==> src/rtl/usb3_link_pkg.sv <==
// Shared link-layer constants: K symbols, LTSSM encodings, LCW field positions,
// CRC polynomials/seeds and the header-packet framer state type.
package usb3_link_pkg;

    localparam logic [7:0] K_SHP = 8'hFB;
    localparam logic [7:0] K_EPF = 8'hF7;
    localparam logic [7:0] K_SDP = 8'h5C;
    localparam logic [7:0] K_END = 8'hFD;

    localparam logic [4:0] ST_U0 = 5'd16;
    localparam logic [4:0] ST_U1 = 5'd17;
    localparam logic [4:0] ST_U2 = 5'd18;
    localparam logic [4:0] ST_U3 = 5'd19;

    localparam int LCW_HSEQ_LSB  = 0;
    localparam int LCW_HUB_LSB   = 6;
    localparam int LCW_DLY_BIT   = 9;
    localparam int LCW_DEF_BIT   = 10;
    localparam int LCW_CRC5_LSB  = 11;

    localparam logic [15:0] CRC16_POLY = 16'h100B;
    localparam logic [15:0] CRC16_INIT = 16'hFFFF;
    localparam logic [4:0]  CRC5_POLY  = 5'h05;
    localparam logic [4:0]  CRC5_INIT  = 5'h1F;

    localparam logic [31:0] HPSTART_DATA = {K_SHP, K_SHP, K_SHP, K_EPF};
    localparam logic [3:0]  HPSTART_K    = 4'b1111;

    typedef enum logic [2:0] {
        HP_IDLE = 3'd0,
        HP_HDR0 = 3'd1,
        HP_HDR1 = 3'd2,
        HP_HDR2 = 3'd3,
        HP_LCW  = 3'd4
    } hp_state_e;

    function automatic logic is_hpstart(input logic [31:0] data, input logic [3:0] datak);
        return (datak == HPSTART_K) && (data == HPSTART_DATA);
    endfunction

endpackage

==> src/rtl/usb3_link_hp_rx_if.sv <==
// Link-input stream and header-packet result bundle for the HP receive framer.
interface usb3_link_hp_rx_if;

    logic [4:0]  ltssm_state;
    logic [31:0] in_data;
    logic [3:0]  in_datak;
    logic        in_active;
    logic        hp_valid;
    logic [95:0] hp_header;
    logic [10:0] hp_lcw;
    logic        hp_crc16_ok;
    logic        hp_crc5_ok;
    logic        hp_abort;

    modport master (
        output ltssm_state, in_data, in_datak, in_active,
        input  hp_valid, hp_header, hp_lcw, hp_crc16_ok, hp_crc5_ok, hp_abort
    );

    modport slave (
        input  ltssm_state, in_data, in_datak, in_active,
        output hp_valid, hp_header, hp_lcw, hp_crc16_ok, hp_crc5_ok, hp_abort
    );

endinterface

==> src/rtl/usb3_crc_hp.sv <==
// Combinational CRC engine for header packets: one DWORD of CRC-16 per cycle,
// plus the finalised (inverted, bit-reversed) CRC-16 and CRC-5 of the LCW.
module usb3_crc_hp
    import usb3_link_pkg::*;
(
    input  logic [15:0] crc16_cur,
    input  logic [31:0] data,
    input  logic [10:0] lcw,
    output logic [15:0] crc16_next,
    output logic [15:0] crc16_tx,
    output logic [4:0]  crc5_tx
);

    // Bytes go out in wire order (bits 31:24 first), each byte LSB first.
    function automatic logic [15:0] crc16_dw(input logic [15:0] c, input logic [31:0] d);
        logic [15:0] r;
        logic [31:0] dd;
        logic [7:0]  b;
        logic        fb;
        r  = c;
        dd = d;
        for (int i = 0; i < 4; i++) begin
            b  = dd[31:24];
            dd = {dd[23:0], 8'h00};
            for (int j = 0; j < 8; j++) begin
                fb = r[15] ^ b[0];
                b  = {1'b0, b[7:1]};
                r  = {r[14:0], 1'b0} ^ (fb ? CRC16_POLY : 16'h0000);
            end
        end
        return r;
    endfunction

    function automatic logic [4:0] crc5_lcw(input logic [10:0] l);
        logic [4:0]  r;
        logic [10:0] ll;
        logic        fb;
        r  = CRC5_INIT;
        ll = l;
        for (int j = 0; j < 11; j++) begin
            fb = r[4] ^ ll[0];
            ll = {1'b0, ll[10:1]};
            r  = {r[3:0], 1'b0} ^ (fb ? CRC5_POLY : 5'h00);
        end
        return r;
    endfunction

    function automatic logic [15:0] rev16(input logic [15:0] x);
        logic [15:0] o;
        logic [15:0] t;
        o = 16'h0000;
        t = x;
        for (int j = 0; j < 16; j++) begin
            o = {o[14:0], t[0]};
            t = {1'b0, t[15:1]};
        end
        return o;
    endfunction

    function automatic logic [4:0] rev5(input logic [4:0] x);
        return {x[0], x[1], x[2], x[3], x[4]};
    endfunction

    assign crc16_next = crc16_dw(crc16_cur, data);
    assign crc16_tx   = rev16(~crc16_cur);
    assign crc5_tx    = rev5(~crc5_lcw(lcw));

endmodule

==> src/rtl/usb3_link_hp_rx.sv <==
// Header-packet receive framer: HPSTART detect, 3 header DWORDs + LCW capture, CRC checks.
// Optional saturating good/bad packet counters when USB3_HP_RX_STATS_EN is defined.
module usb3_link_hp_rx
    import usb3_link_pkg::*;
(
    input  logic local_clk,
    input  logic reset,
    usb3_link_hp_rx_if.slave link
`ifdef USB3_HP_RX_STATS_EN
    ,
    output logic [15:0] stat_good,
    output logic [15:0] stat_bad
`endif
);

    hp_state_e   state_r, state_s;
    logic [15:0] crc16_r, crc16_s, crc16_nxt_s, crc16_tx_s;
    logic [4:0]  crc5_tx_s;
    logic [95:0] hdr_r;
    logic        hpstart_s, u0_s, capture_s, done_s, abort_s;
    logic        hp_valid_r, hp_abort_r, crc16_ok_r, crc5_ok_r;
    logic [95:0] hp_header_r;
    logic [10:0] hp_lcw_r;

    assign hpstart_s = is_hpstart(link.in_data, link.in_datak);
    assign u0_s      = (link.ltssm_state == ST_U0);

    usb3_crc_hp u_crc (
        .crc16_cur  (crc16_r),
        .data       (link.in_data),
        .lcw        (link.in_data[10:0]),
        .crc16_next (crc16_nxt_s),
        .crc16_tx   (crc16_tx_s),
        .crc5_tx    (crc5_tx_s)
    );

    // Framer next-state; holes (in_active low) leave everything untouched.
    always_comb begin
        state_s   = state_r;
        crc16_s   = crc16_r;
        capture_s = 1'b0;
        done_s    = 1'b0;
        abort_s   = 1'b0;
        if (!link.in_active) begin
            state_s = state_r;
        end else if (state_r == HP_IDLE) begin
            if (hpstart_s && u0_s) begin
                state_s = HP_HDR0;
                crc16_s = CRC16_INIT;
            end else begin
                state_s = HP_IDLE;
            end
        end else if (!u0_s) begin
            abort_s = 1'b1;
            state_s = HP_IDLE;
        end else if (link.in_datak != 4'b0000) begin
            abort_s = 1'b1;
            if (hpstart_s) begin
                state_s = HP_HDR0;
                crc16_s = CRC16_INIT;
            end else begin
                state_s = HP_IDLE;
            end
        end else begin
            case (state_r)
                HP_HDR0: begin state_s = HP_HDR1; crc16_s = crc16_nxt_s; capture_s = 1'b1; end
                HP_HDR1: begin state_s = HP_HDR2; crc16_s = crc16_nxt_s; capture_s = 1'b1; end
                HP_HDR2: begin state_s = HP_LCW;  crc16_s = crc16_nxt_s; capture_s = 1'b1; end
                HP_LCW:  begin state_s = HP_IDLE; done_s = 1'b1; end
                default: begin state_s = HP_IDLE; end
            endcase
        end
    end

    // State and running CRC-16 registers.
    always_ff @(posedge local_clk or posedge reset) begin
        if (reset) begin
            state_r <= HP_IDLE;
            crc16_r <= CRC16_INIT;
        end else begin
            state_r <= state_s;
            crc16_r <= crc16_s;
        end
    end

    // Header DWORD capture, slot chosen by the state that accepted it.
    always_ff @(posedge local_clk or posedge reset) begin
        if (reset) begin
            hdr_r <= 96'h0;
        end else if (capture_s) begin
            case (state_r)
                HP_HDR0: hdr_r[95:64] <= link.in_data;
                HP_HDR1: hdr_r[63:32] <= link.in_data;
                HP_HDR2: hdr_r[31:0]  <= link.in_data;
                default: hdr_r        <= hdr_r;
            endcase
        end else begin
            hdr_r <= hdr_r;
        end
    end

    // Registered result outputs; pulses clear every cycle, packet fields hold.
    always_ff @(posedge local_clk or posedge reset) begin
        if (reset) begin
            hp_valid_r  <= 1'b0;
            hp_abort_r  <= 1'b0;
            hp_header_r <= 96'h0;
            hp_lcw_r    <= 11'h000;
            crc16_ok_r  <= 1'b0;
            crc5_ok_r   <= 1'b0;
        end else begin
            hp_valid_r <= done_s;
            hp_abort_r <= abort_s;
            if (done_s) begin
                hp_header_r <= hdr_r;
                hp_lcw_r    <= link.in_data[10:0];
                crc16_ok_r  <= (crc16_tx_s == link.in_data[31:16]);
                crc5_ok_r   <= (crc5_tx_s == link.in_data[15:11]);
            end else begin
                hp_header_r <= hp_header_r;
                hp_lcw_r    <= hp_lcw_r;
                crc16_ok_r  <= crc16_ok_r;
                crc5_ok_r   <= crc5_ok_r;
            end
        end
    end

    assign link.hp_valid    = hp_valid_r;
    assign link.hp_abort    = hp_abort_r;
    assign link.hp_header   = hp_header_r;
    assign link.hp_lcw      = hp_lcw_r;
    assign link.hp_crc16_ok = crc16_ok_r;
    assign link.hp_crc5_ok  = crc5_ok_r;

`ifdef USB3_HP_RX_STATS_EN
    logic [15:0] stat_good_r, stat_bad_r;
    logic        good_evt_s, bad_evt_s;

    assign good_evt_s = hp_valid_r && crc16_ok_r && crc5_ok_r;
    assign bad_evt_s  = (hp_valid_r && !(crc16_ok_r && crc5_ok_r)) || hp_abort_r;

    // Saturating good/bad packet counters.
    always_ff @(posedge local_clk or posedge reset) begin
        if (reset) begin
            stat_good_r <= 16'h0000;
            stat_bad_r  <= 16'h0000;
        end else begin
            if (good_evt_s && (stat_good_r != 16'hFFFF)) begin
                stat_good_r <= stat_good_r + 16'd1;
            end else begin
                stat_good_r <= stat_good_r;
            end
            if (bad_evt_s && (stat_bad_r != 16'hFFFF)) begin
                stat_bad_r <= stat_bad_r + 16'd1;
            end else begin
                stat_bad_r <= stat_bad_r;
            end
        end
    end

    assign stat_good = stat_good_r;
    assign stat_bad  = stat_bad_r;
`endif

endmodule

==> src/flat_wrapper.sv <==
// flat-port wrapper written by rule: the top's interface ports become plain ports
module usb3_link_hp_rx_flat import usb3_link_pkg::*;
  (local_clk, reset, link_ltssm_state, link_in_data, link_in_datak, link_in_active, link_hp_valid, link_hp_header, link_hp_lcw, link_hp_crc16_ok, link_hp_crc5_ok, link_hp_abort);
  usb3_link_hp_rx_if link_i ();
  input  logic local_clk;
  input  logic reset;
  input wire logic [$bits(link_i.ltssm_state)-1:0] link_ltssm_state;
  input wire logic [$bits(link_i.in_data)-1:0] link_in_data;
  input wire logic [$bits(link_i.in_datak)-1:0] link_in_datak;
  input wire logic [$bits(link_i.in_active)-1:0] link_in_active;
  output wire logic [$bits(link_i.hp_valid)-1:0] link_hp_valid;
  output wire logic [$bits(link_i.hp_header)-1:0] link_hp_header;
  output wire logic [$bits(link_i.hp_lcw)-1:0] link_hp_lcw;
  output wire logic [$bits(link_i.hp_crc16_ok)-1:0] link_hp_crc16_ok;
  output wire logic [$bits(link_i.hp_crc5_ok)-1:0] link_hp_crc5_ok;
  output wire logic [$bits(link_i.hp_abort)-1:0] link_hp_abort;
  assign link_i.ltssm_state = link_ltssm_state;
  assign link_i.in_data = link_in_data;
  assign link_i.in_datak = link_in_datak;
  assign link_i.in_active = link_in_active;
  assign link_hp_valid = link_i.hp_valid;
  assign link_hp_header = link_i.hp_header;
  assign link_hp_lcw = link_i.hp_lcw;
  assign link_hp_crc16_ok = link_i.hp_crc16_ok;
  assign link_hp_crc5_ok = link_i.hp_crc5_ok;
  assign link_hp_abort = link_i.hp_abort;
  usb3_link_hp_rx u_core (.local_clk(local_clk), .reset(reset), .link(link_i));
endmodule
==> config.mk <==
export PLATFORM = sky130hd
export DESIGN_NAME = usb3_link_hp_rx_flat
export DESIGN_NICKNAME = d
export VERILOG_FILES = /design/src/rtl/usb3_link_pkg.sv /design/src/rtl/usb3_link_hp_rx_if.sv /design/src/rtl/usb3_crc_hp.sv /design/src/rtl/usb3_link_hp_rx.sv /design/src/flat_wrapper.sv
export SDC_FILE = /design/constraint.sdc
export NUM_CORES = 1
export LEC_CHECK = 0
export BUFFER_PORTS_ARGS = -buffer_cell sky130_fd_sc_hd__clkbuf_2
export CAP_MARGIN = 20
export CELL_PAD_IN_SITES_DETAIL_PLACEMENT = 1
export CELL_PAD_IN_SITES_GLOBAL_PLACEMENT = 1
export CORE_ASPECT_RATIO = 1.2
export CORE_MARGIN = 3
export CORE_UTILIZATION = 43
export DETAILED_ROUTE_END_ITERATION = 8
export PLACE_DENSITY = 0.81
export SLEW_MARGIN = 20
export SYNTH_ARGS = -nofsm -noshare
export SYNTH_HDL_FRONTEND = slang
export SYNTH_SLANG_ARGS = --single-unit
==> constraint.sdc <==
create_clock -name local_clk -period 7.9 [get_ports local_clk]
set_input_delay 1.58 -clock local_clk [delete_from_list [all_inputs] [get_ports local_clk]]
set_output_delay 1.58 -clock local_clk [all_outputs]
set_load 0.05 [all_outputs]
After elaboration in Yosys (flattened, before gate mapping)

Cells that the tools add are included.
Widths: inputs -> output; s select.

Register bits after elaboration: 226
Input bits: 44
Output and inout bits: 111
Logic and storage cells: 189

Equality and inequality tests: 11
Multiplexer cells: 69
Bitwise logic cells: 87
Reduce and logical (&&, ||, !) cells: 11

Operators with widths:

| cell                 | count |
|---|---|
| $xor 16x13->16       | 32 |
| $mux 13              | 32 |
| $mux 16              | 6 |
| $xor 5x3->5          | 10 |
| $mux 3               | 14 |
| $xor 1x1->1          | 42 |
| $eq 32x32->1 const B | 1 |
| $eq 16x16->1         | 1 |
| $mux 1               | 16 |
| $not 16->16          | 1 |
| $pmux 3 s3           | 1 |
| $eq 3x2->1 const B   | 2 |
| $reduce_and 2->1     | 3 |
| $eq 5x5->1           | 1 |
| $eq 5x5->1 const B   | 1 |
| $not 5->5            | 1 |
| $reduce_and 5->1     | 1 |
| $eq 4x4->1 const B   | 1 |
| $not 2->4            | 1 |
| $reduce_bool 4->1    | 1 |
| $eq 3x1->1 const B   | 1 |
| $eq 3x3->1 const B   | 1 |
| $logic_not 3->1      | 1 |
| $ne 3x1->1 const B   | 1 |
| 5 further kinds      | 6 |

Logic depth before layout (Yosys ltp)

Gate-level depths: netlist of the first run.

Word-level depth: 100
Gate-level depth with buffers: 9
Mapped depth without buffers: 8

Cells and area by module

Synthesis of the first run repeated with hierarchy kept, for this count alone.

Cells, all modules: 728
Area, all modules: 10735.3 um^2

By module, submodules not included:

| module          | instances | cells each | area an instance (um^2) | seq. area each (um^2) |
|---|---|---|---|---|
| usb3_link_hp_rx | 1         | 579        | 8857.2                  | 5675.4 |
| usb3_crc_hp     | 1         | 149        | 1878.1                  | 0.0 |

Worst setup path after synthesis of the first run

Ideal clock, no wire load.

Kind: in2reg
From: in link_in_data[27]
To: reg u_core.crc16_r[3]
Setup time: 73 ps
Arrival time: 4373 ps
Required time: 7827 ps
Slack: 3454 ps
Stages: 9
Path buffers: 1
Path through: buf_2 > xnor2_2 > xnor3_4 > xor2_4 > xor3_2 > xnor3_2 > xnor2_4 > xnor3_1 > a21oi_1

Word-level cells in the longest chain between the ends: 49
Elaborated cells between the ends (all ways): 67
Classes of those cells: eq/ne: 3; mux: 18; bitwise: 43; reduce/logical: 3

RTL lines:

| what                        | RTL line              | RTL |
|---|---|---|
| start, declared             | flat_wrapper.sv:8     | `input wire logic [$bits(link_i.in_data)-1:0] link_in_data;` |
| $xor 1x1->1                 | usb3_crc_hp.sv:26     | `fb = r[15] ^ b[0];` |
| $mux 13                     | usb3_crc_hp.sv:28     | `r = {r[14:0], 1'b0} ^ (fb ? CRC16_POLY : 16'h0000);` |
| $xor 16x13->16 (4 in a row) | usb3_crc_hp.sv:28     |  |
| $xor 1x1->1                 | usb3_crc_hp.sv:26     |  |
| $mux 13                     | usb3_crc_hp.sv:28     |  |
| $xor 16x13->16 (4 in a row) | usb3_crc_hp.sv:28     |  |
| $xor 1x1->1                 | usb3_crc_hp.sv:26     |  |
| $mux 13                     | usb3_crc_hp.sv:28     |  |
| [24 not listed]             | n/a                   |  |
| $xor 16x13->16 (4 in a row) | usb3_crc_hp.sv:28     |  |
| $xor 1x1->1                 | usb3_crc_hp.sv:26     |  |
| $mux 13                     | usb3_crc_hp.sv:28     |  |
| $xor 16x13->16              | usb3_crc_hp.sv:28     |  |
| $mux 16                     | usb3_link_hp_rx.sv:65 | `case (state_r)` |
| $mux 16                     | usb3_link_hp_rx.sv:56 | `end else if (link.in_datak != 4'b0000) begin` |
| $mux 16                     | usb3_link_hp_rx.sv:53 | `end else if (!u0_s) begin` |
| $mux 16                     | usb3_link_hp_rx.sv:46 | `end else if (state_r == HP_IDLE) begin` |
| end signal, assigned        | usb3_link_hp_rx.sv:82 | `crc16_r <= crc16_s;` |
| end, declared               | usb3_link_hp_rx.sv:17 | `logic [15:0] crc16_r, crc16_s, crc16_nxt_s, crc16_tx_s;` |

Parallel ways exist; a longest one is shown, timed or not. The select of a mux whose other input is x is not followed.
A chain may end at the register's enable or synchronous reset.

Worst setup path after layout of the first run

From: in link_in_data[24]
To: reg u_core.crc16_r[3]

Word-level cells in the longest chain between the ends: 52
Elaborated cells between the ends (all ways): 78
Classes of those cells: eq/ne: 3; mux: 22; bitwise: 50; reduce/logical: 3

RTL lines:

| what                        | RTL line |
|---|---|
| $xor 1x1->1                 | usb3_crc_hp.sv:26 |
| $mux 13                     | usb3_crc_hp.sv:28 |
| $xor 16x13->16 (4 in a row) | usb3_crc_hp.sv:28 |
| $xor 1x1->1                 | usb3_crc_hp.sv:26 |
| $mux 13                     | usb3_crc_hp.sv:28 |
| $xor 16x13->16 (4 in a row) | usb3_crc_hp.sv:28 |
| $xor 1x1->1                 | usb3_crc_hp.sv:26 |
| $mux 13                     | usb3_crc_hp.sv:28 |
| [24 not listed]             | n/a |
| $xor 16x13->16 (4 in a row) | usb3_crc_hp.sv:28 |
| $xor 1x1->1                 | usb3_crc_hp.sv:26 |
| $mux 13                     | usb3_crc_hp.sv:28 |
| $xor 16x13->16 (4 in a row) | usb3_crc_hp.sv:28 |
| $mux 16                     | usb3_link_hp_rx.sv:65 |
| $mux 16                     | usb3_link_hp_rx.sv:56 |
| $mux 16                     | usb3_link_hp_rx.sv:53 |
| $mux 16                     | usb3_link_hp_rx.sv:46 |

Parallel ways exist; a longest one is shown, timed or not. The select of a mux whose other input is x is not followed.

==> reports/results.txt, run 1 <==
Total power: 3.47 mW
Worst hold slack: 0.481 ns
RSZ-0062 raised after global routing: no
Post-Synth XOR/XNOR Area: 0.181
Vias in the first global route: 6729
Die area: 0.0263 mm2
Hold crit path type: flop to flop
Core ar.: 0.0240 mm2
Synthesized cell area: 0.0105 mm2
Compound-Gate Fraction of Synth Area: 0.0180
Chip Height: 177 um
GPL Wtd Cong: 0.854
Largest family of logic cells by synthesized area: multiplexers
ANT nets after route: 0
Worst-path clk slew: 0.06 ns
Synth top cells by count: 210 x dfrtp_1, 202 x mux2_2, 68 x xnor2_1
Flops & latches, synth: 226
First-pass GRT wire length: 40.3 mm
Nets@finish: 895
Max_slew headroom: 0.261
Port-buffer cells: 154
Dpl hpwl: 18.1 mm
Worst-case clock buffer depth: 3
Layout cell share with drive strength beyond 1: 0.510
Arrival time at the worst endpoint: 4.86 ns
Min cycle time layout: 4.41 ns
Synth Warn #: 0
Cells after Synth: 704
Most common cell in the synthesized netlist: dfrtp_1
DR vias/cell: 5.18
GRT Util Overall: 0.197
Crit Path Category: input port to flop
Antenna violations before repair: 1
Synth Area in Adders: 0
Post-CTS Setup Inserts: 0
Clock root buffer master: clkbuf_16
Max cap viols: 0
P&R area growth vs syn: 17.1%
Asr flop ratio synth: 1.00
Critical path data required time: 8.35 ns
Overflow after GRT: 0
Die X-Extent: 149 um
Hold buffers post-CTS: 0
Non-Filler Instances: 1185
Routed wire length: 25.9 mm
Worst-path fanout max: 7
Cell total after placement: 1147
Simple-gate portion of the synthesized area: 0.0274
Count of routing violations after the opening detailed-route iteration: 333
CTS buffer count: 22
CTS tree: built
Largest net degree at the start of global routing: 145
Filler cells: 2388
Yosys cell types: 39
H-tree level count: 1
Final Hold Viols: 0
Worst vdd ir: 0.215 mV
Slew Viols, Final: 0
Outcome: finished clean
Post-route clock period utilization: 0.558
Least-Margin Pin Slew: 1.10 ns
Multiplexer area fraction after synthesis: 0.217
PwrDens: 282 mW/mm2
Main area contributors after synthesis: dfrtp_1 50%, mux2_2 22%, xnor2_1 5.7%
Worst-Skew Late Latency: 0.51 ns
Top-area cell type share of the netlist area: 0.501
FP Rows: 62
Setup WS pre-CTS: 2.98 ns
DRT Pass-1 Iters: 4
CP startpoint kind: input port
Mapped Avg Cell Area: 14.9 um2
Starting Density: 0.438
Setup TNS: 0 ns
P_leak: 6.35 nW
Final setup margin: 3.49 ns
Clk sinks: 226
EDFF count, synth: 0
Final setup viols: 0
Fmax: 227 MHz
CP Capture Type: flop
Predominant post-synthesis flop cell: dfrtp_1
DR WL/cell: 21.9 um
Post-cts sizing count: 0
DRC errors left: 0
IO Pins: 155
Sequential-to-total area share from yosys stat: 0.541
Syn Nets: 748
Total number of vias: 6137
Top cell type by total area after synthesis: dfrtp_1
Layout Skew: 0.0212 ns
## placed cells by master, fill, tap and decap left out, types with 3 or more instances in the layout
cell	instances
a21oi_1	12
buf_4	6
clkbuf_1	6
clkbuf_16	22
clkbuf_2	154
clkinv_2	3
dfrtp_1	210
dfstp_2	16
inv_1	4
mux2_2	202
nand2_1	8
nand4_1	11
nor2_1	16
nor4_1	5
o21ai_0	7
o22a_1	3
xnor2_1	68
xnor2_2	11
xnor2_4	3
xnor3_1	19
xnor3_2	6
xor2_1	33
## sequential cells by signal, summed over array words and instances, names as in the netlist
name,count
u_core.hdr_r,96
u_core.link.hp_header,96
u_core.crc16_r,16
u_core.link.hp_lcw,11
u_core.state_r,3
u_core.link.hp_abort,1
u_core.link.hp_crc16_ok,1
u_core.link.hp_crc5_ok,1
u_core.link.hp_valid,1
## per-stage QoR
stage | util | instance area [um2]
floorplan | - | 10500
global placement | 0.483 | 11600
detailed placement | 0.483 | 11600
CTS | 0.512 | 12300
global route | 0.512 | 12300
finish | 0.512 | 12300
## critical path, cell delays in order
cell	delay [ns]
clkbuf_2	0.20
xor2_1	0.46
xnor3_1	0.55
xor2_1	0.41
xor3_2	0.50
xnor3_2	0.48
xnor2_4	0.26
xnor3_1	0.24
a21oi_1	0.15
## worst paths after layout
check / cells past startpoint / slack (ns) / to / startpoint
max: 9 / 3.49 / u_core.crc16_r[3]$_DFFE_PP1P_ / link_in_data[24]
min: 2 / 0.48 / u_core.hdr_r[45]$_DFFE_PP0P_ / u_core.hdr_r[45]$_DFFE_PP0P_
max reg2reg: 8 / 4.19 / u_core.crc16_r[3]$_DFFE_PP1P_ / u_core.crc16_r[15]$_DFFE_PP1P_
min reg2reg: 2 / 0.48 / u_core.hdr_r[45]$_DFFE_PP0P_ / u_core.hdr_r[45]$_DFFE_PP0P_
max in group asynchronous: 3 / 5.28 / u_core.link.hp_header[70]$_DFFE_PP0P_ / reset
min in group asynchronous: 2 / 1.29 / u_core.link.hp_header[50]$_DFFE_PP0P_ / reset
## cell families (layout without fill, tap and decap cells)
family                    after synthesis  in the layout
DFF                                   226            226
muxes                                 202            202
xor gates and xnor gates              147            147
and+or+nand+nor                        55             55
buffers and inverters                  43            203
AOI/OAI and AO/OA                      31             31
other                                   0              1
## metal layers
| metal | global-route usage | wire (um) | up-vias |
|---|---|---|---|
| li1 | - | - | 2723 |
| met1 | 0.253 | 10800 | 3235 |
| met2 | 0.348 | 13500 | 135 |
| met3 | 0.0266 | 912 | 44 |
| met4 | 0.0578 | 698 | 0 |
| met5 | 0 | 0 | - |
## layout make-up
cell class | instances | area, um2 | share of cell area
timing repair buffer | 161 | 827 | 0.0673
clock inverter | 8 | 103 | 0.00835
antenna | 1 | 2.50 | 0.000204
multi-input combinational | 435 | 4660 | 0.379
sequential | 226 | 5680 | 0.462
inverter | 5 | 26.3 | 0.00214
clock buffer | 29 | 587 | 0.0478
tap | 320 | 400 | 0.0326
## power by group
group | switching (mW) | internal [mW]
Sequential | 0.00441 | 1.16
Combinational | 0.616 | 0.659
Clock | 0.435 | 0.588
(Power assumes the default switching activity.)
==> inputs of run 2 (changes only) <==
--- a/config.mk
+++ b/config.mk
@@ -11,9 +11,9 @@
 export CELL_PAD_IN_SITES_GLOBAL_PLACEMENT = 1
 export CORE_ASPECT_RATIO = 1.2
 export CORE_MARGIN = 3
-export CORE_UTILIZATION = 43
+export CORE_UTILIZATION = 47
 export DETAILED_ROUTE_END_ITERATION = 8
-export PLACE_DENSITY = 0.81
+export PLACE_DENSITY = 0.84
 export SLEW_MARGIN = 20
 export SYNTH_ARGS = -nofsm -noshare
 export SYNTH_HDL_FRONTEND = slang
==> constraint.sdc (replaced) <==
create_clock -name local_clk -period 4.5 [get_ports local_clk]
set_input_delay 0.9 -clock local_clk [delete_from_list [all_inputs] [get_ports local_clk]]
set_output_delay 0.9 -clock local_clk [all_outputs]
set_load 0.05 [all_outputs]
==> run 2 against run 1 <==
Effect of this change: cell count is 2.8% lower; clock skew is 0.0080 ns lower; register-to-register slack worse by 3.4 ns; via count is 1.3% higher; combinational power is 72% higher; cell area is 1.7% higher; first-iteration DRC count is 28% lower; sequential cell count stayed put; critical endpoint unchanged; largest cell class unchanged; highest routed layer unchanged.
==> reports/results.txt, run 2 (synthesis gave the netlist of run 1 again) <==
GRT Util Overall: 0.217
Critical path data required time: 4.95 ns
Die area: 0.0242 mm2
Least-Margin Pin Slew: 0.770 ns
P&R area growth vs syn: 19.1%
Worst-path fanout max: 4
DRC errors left: 0
DRT Pass-1 Iters: 4
Total power: 6.38 mW
Post-cts sizing count: 0
Vias in the first global route: 6972
Outcome: finished clean
Total number of vias: 6215
Max_slew headroom: 0.482
Count of routing violations after the opening detailed-route iteration: 239
Fin util: 0.574
Slew Viols, Final: 0
Hold crit path type: flop to flop
CP startpoint kind: flop
Fmax: 269 MHz
Post-DP Area: 0.0116 mm2
Final setup viols: 0
Nets@finish: 906
Core ar.: 0.0218 mm2
Dpl hpwl: 18.5 mm
PwrDens: 511 mW/mm2
Largest net degree at the start of global routing: 124
Worst hold slack: 0.474 ns
Final Hold Viols: 0
Most common cell after layout, fill and taps aside: dfrtp_1
Antenna violations before repair: 0
DR vias/cell: 5.39
Starting Density: 0.482
H-tree level count: 1
Layout cell share with drive strength beyond 1: 0.519
CP Capture Type: flop
Clk sinks: 226
Overflow after GRT: 0
Ant. Diodes: 0
Worst-Skew Late Latency: 0.52 ns
Clock root buffer master: clkbuf_16
Port-buffer cells: 154
FP Rows: 59
Commonest non-fill, non-tap cells in the layout: 210 x dfrtp_1, 202 x mux2_2, 154 x clkbuf_2
Worst-case clock buffer depth: 3
Routed wire length: 26.4 mm
Hold buffers post-CTS: 0
Chip Height: 170 um
Min cycle time layout: 3.72 ns
Layout Skew: 0.0132 ns
Max cap viols: 0
Worst-path clk slew: 0.07 ns
Post-CTS Setup Inserts: 0
Die X-Extent: 142 um
Worst vdd ir: 0.380 mV
DR WL/cell: 22.9 um
P_leak: 6.48 nW
Post-route clock period utilization: 0.826
Setup TNS: 0 ns
First-pass GRT wire length: 40.7 mm
GPL Wtd Cong: 0.842
IO Pins: 155
Arrival time at the worst endpoint: 4.17 ns
RSZ-0062 raised after global routing: no
CTS buffer count: 24
CTS tree: built
Design area: 0.0125 mm2
Crit Path Category: flop to flop
ANT nets after route: 0
run 2: stage by stage:
stage / cells / setup WS (ns)
finish: 1152 / 0.781
global route: 1152 / 0.593
CTS: 1152 / 0.751
detailed placement: 1110 / 0.391
global placement: 1110 / 0.377
floorplan: 704 / 0.661
run 2: where the power goes:
part	total [mW]	internal (mW)	switching [mW]
clock network	2.14	1.33	0.802
registers	2.05	2.04	0.00807
logic	2.20	1.16	1.03
total	6.38	4.54	1.84
run 2: area by class of cell:
| class | instances | area, um2 |
|---|---|---|
| Clock buffer | 33 | 676 |
| Clock inverter | 9 | 175 |
| Fill cell | 2104 | 9280 |
| Inverter | 5 | 22.5 |
| Multi-Input combinational cell | 435 | 4660 |
| Sequential cell | 226 | 5680 |
| Tap cell | 274 | 343 |
| Timing Repair Buffer | 170 | 941 |
run 2: path summary, 6_finish.rpt:
path	slack [ns]	to	from	depth (start not counted)
max in group asynchronous	3.40	u_core.hdr_r[24]$_DFFE_PP0P_	reset	3
hold / removal	0.47	u_core.hdr_r[45]$_DFFE_PP0P_	u_core.hdr_r[45]$_DFFE_PP0P_	2
hold reg to reg	0.47	u_core.hdr_r[45]$_DFFE_PP0P_	u_core.hdr_r[45]$_DFFE_PP0P_	2
min in group asynchronous	0.55	u_core.link.hp_header[37]$_DFFE_PP0P_	reset	3
setup reg to reg	0.78	u_core.crc16_r[3]$_DFFE_PP1P_	u_core.crc16_r[15]$_DFFE_PP1P_	8
setup / recovery	0.78	u_core.crc16_r[3]$_DFFE_PP1P_	u_core.crc16_r[15]$_DFFE_PP1P_	8
run 2: worst max-delay path, cell delays in order, from the launching register on:
cell,delay [ns]
dfstp_2,0.59
xor2_1,0.41
xnor3_1,0.54
xor2_1,0.44
xor3_2,0.51
xnor3_2,0.49
xnor2_4,0.26
xnor3_1,0.25
a21oi_1,0.16
run 2: layer usage:
layer / routed length [um] / GRT usage / part of all wire / vias up
met3: 1250 / 0.0420 / 0.047 / 54
met2: 13700 / 0.384 / 0.52 / 172
met5: 0 / 0 / 0 / -
met4: 882 / 0.0732 / 0.033 / 0
met1: 10600 / 0.266 / 0.40 / 3232
li1: - / - / - / 2757
==> inputs of run 3 (changes only) <==
--- a/config.mk
+++ b/config.mk
@@ -11,9 +11,9 @@
 export CELL_PAD_IN_SITES_GLOBAL_PLACEMENT = 1
 export CORE_ASPECT_RATIO = 1.2
 export CORE_MARGIN = 3
-export CORE_UTILIZATION = 47
+export CORE_UTILIZATION = 43
 export DETAILED_ROUTE_END_ITERATION = 8
-export PLACE_DENSITY = 0.84
+export PLACE_DENSITY = 0.81
 export SLEW_MARGIN = 20
 export SYNTH_ARGS = -nofsm -noshare
 export SYNTH_HDL_FRONTEND = slang
==> constraint.sdc (replaced) <==
create_clock -name local_clk -period 3 [get_ports local_clk]
set_input_delay 0.6 -clock local_clk [delete_from_list [all_inputs] [get_ports local_clk]]
set_output_delay 0.6 -clock local_clk [all_outputs]
set_load 0.05 [all_outputs]
==> run 3 against run 2 <==
Effect of this change: the flow now finishes with violations (negative setup slack); sequential share of layout area fell by 5.1 points; first-iteration DRC count up 45%; via count rose by 12%; fmax grew 12%; global-route usage is 4.1 points higher; clock power grew 43%; wire length up 32%; sequential cell count unchanged; worst hold slack lost 0.33 ns.
==> reports/results.txt, run 3 (synthesis gave the netlist of run 1 again) <==
Outcome: complete, but fails checks
Violations in the final reports: negative setup slack
GR Util met3: 0.0364
Ant. Diodes: 0
IO Pins: 155
Met2 usage: 0.462
PwrDens: 837 mW/mm2
GRT Util Overall: 0.258
DR WL/cell: 26.8 um
CP Capture Type: flop
Worst-path fanout max: 4
Dpl hpwl: 21.4 mm
Die X-Extent: 149 um
Arrival time at the worst endpoint: 3.76 ns
Reg area: 0.00568 mm2
GPL Wtd Cong: 0.889
Antenna violations before repair: 1
Grt met1 use: 0.312
Slowest-stage cell, CP: dfstp_2
DRT Pass-1 Iters: 4
Nets@finish: 1015
Min cycle time layout: 3.32 ns
Layout Skew: 0.0103 ns
Starting Density: 0.438
Vias in the first global route: 7904
Hold crit path type: input port to asynchronous set/reset pin
Most common cell after layout, fill and taps aside: dfrtp_1
Die area: 0.0263 mm2
Final setup margin: -0.323 ns
CP Cell Sequence: buf_4 -> xnor2_1 -> xnor2_1 -> xnor2_1 -> xnor3_2 -> xor2_2 -> xnor3_2 -> xnor3_1 -> o22a_1
DRC errors left: 0
Clock root buffer master: clkbuf_16
Port-buffer cells: 154
Worst vdd ir: 0.596 mV
Count of routing violations after the opening detailed-route iteration: 346
FP Rows: 62
Top delay family on crit path: XOR/XNOR gates
Total number of vias: 6976
WP buf/inv: 1
Worst hold slack: 0.146 ns
Setup TNS: -2.68 ns
DR vias/cell: 5.34
Worst-case clock buffer depth: 3
Commonest non-fill, non-tap cells in the layout: 210 x dfrtp_1, 202 x mux2_2, 154 x clkbuf_2
P&R area growth vs syn: 34.2%
Area of the multi-input gates: 0.00529 mm2
CTS tree: built
Crit Path Category: flop to flop
P_leak: 7.26 nW
Clk sinks: 226
Slew Viols, Final: 0
Max_slew headroom: 0.609
Routed wire length: 35.0 mm
Chip Height: 177 um
Largest net degree at the start of global routing: 62
CTS buffer count: 23
Cell repeated most along the worst path: xnor2_1
Overflow after GRT: 0
Worst-Skew Late Latency: 0.51 ns
CP startpoint kind: flop
Worst-path clk slew: 0.07 ns
RSZ-0062 raised after global routing: yes
Fmax: 301 MHz
Post-route clock period utilization: 1.11
First-pass GRT wire length: 51.0 mm
Least-Margin Pin Slew: 0.581 ns
Final setup viols: 15
Fin util: 0.587
ANT nets after route: 0
Core ar.: 0.0240 mm2
Max cap viols: 0
CP max stage delay: 0.61 ns
Critical path data required time: 3.43 ns
H-tree level count: 1
Busiest layer in global routing: met2
Filler cells: 2343
Layout cell share with drive strength beyond 1: 0.635
Final Hold Viols: 0
run 3: cell types whose count changed in the layout (fill, tap and decap cells not counted), moves of 9 or more:
cell / before / now
xnor3_1: 19 / 10
xnor3_2: 6 / 15
buf_6: 0 / 21
xnor2_1: 68 / 37
buf_4: 12 / 97
xnor2_4: 3 / 23
xor2_1: 33 / 22
xnor2_2: 11 / 22
run 3: area by class of cell:
class / instances / area share
Clock buffer: 33 / 0.0485
Clock inverter: 7 / 0.00809
Inverter: 5 / 0.00160
Multi-Input combinational cell: 435 / 0.375
Sequential cell: 226 / 0.403
Tap cell: 320 / 0.0284
Timing Repair Buffer: 280 / 0.135
run 3: power breakdown:
group	internal (mW)	total, mW	switching [mW]	leakage (nW)
Sequential	3.06	3.07	0.0122	3.09
Clock	1.84	3.05	1.21	0.396
Combinational	3.16	5.66	2.50	3.77
run 3: per-layer routing:
metal	part of all wire	vias to the layer above	routed length, um
li1	-	2976	-
met2	0.54	230	18700
met3	0.052	92	1820
met1	0.37	3676	12900
met4	0.041	2	1430
met5	0.00029	-	10
run 3: worst paths after layout:
path | start | end | slack [ns] | cells after the start
min in group local_clk | link_in_data[13] | u_core.hdr_r[77]$_DFFE_PP0P_ | 0.41 | 2
max in group asynchronous | reset | u_core.link.hp_lcw[10]$_DFFE_PP0P_ | 2.14 | 3
worst max-delay path | u_core.crc16_r[12]$_DFFE_PP1P_ | u_core.crc16_r[4]$_DFFE_PP1P_ | -0.32 | 9
worst max register to register | u_core.crc16_r[12]$_DFFE_PP1P_ | u_core.crc16_r[4]$_DFFE_PP1P_ | -0.32 | 9
worst min register to register | u_core.hdr_r[14]$_DFFE_PP0P_ | u_core.link.hp_header[14]$_DFFE_PP0P_ | 0.50 | 1
worst min-delay path | reset | u_core.link.hp_header[80]$_DFFE_PP0P_ | 0.15 | 2
run 3: stage by stage:
step	total power [mW]	cells	instance area (um2)	setup WS [ns]
floorplan	5.91	704	10700	-0.539
global placement	7.01	1242	12600	-0.296
detailed placement	7.13	1242	12600	-0.398
CTS	10.8	1301	13800	-0.128
global route	12.2	1306	14100	-0.367
finish	11.8	1306	14100	-0.323
run 3: repair_timing:
item / 4_1_cts / 5_1_grt
setup buffers: 20 / 7
setup endpoints to repair: 13 / 16
gates resized for setup: 37 / 42
pin swaps: 35 / 22
hold buffers: 0 / 0
gates cloned: 0 / 0
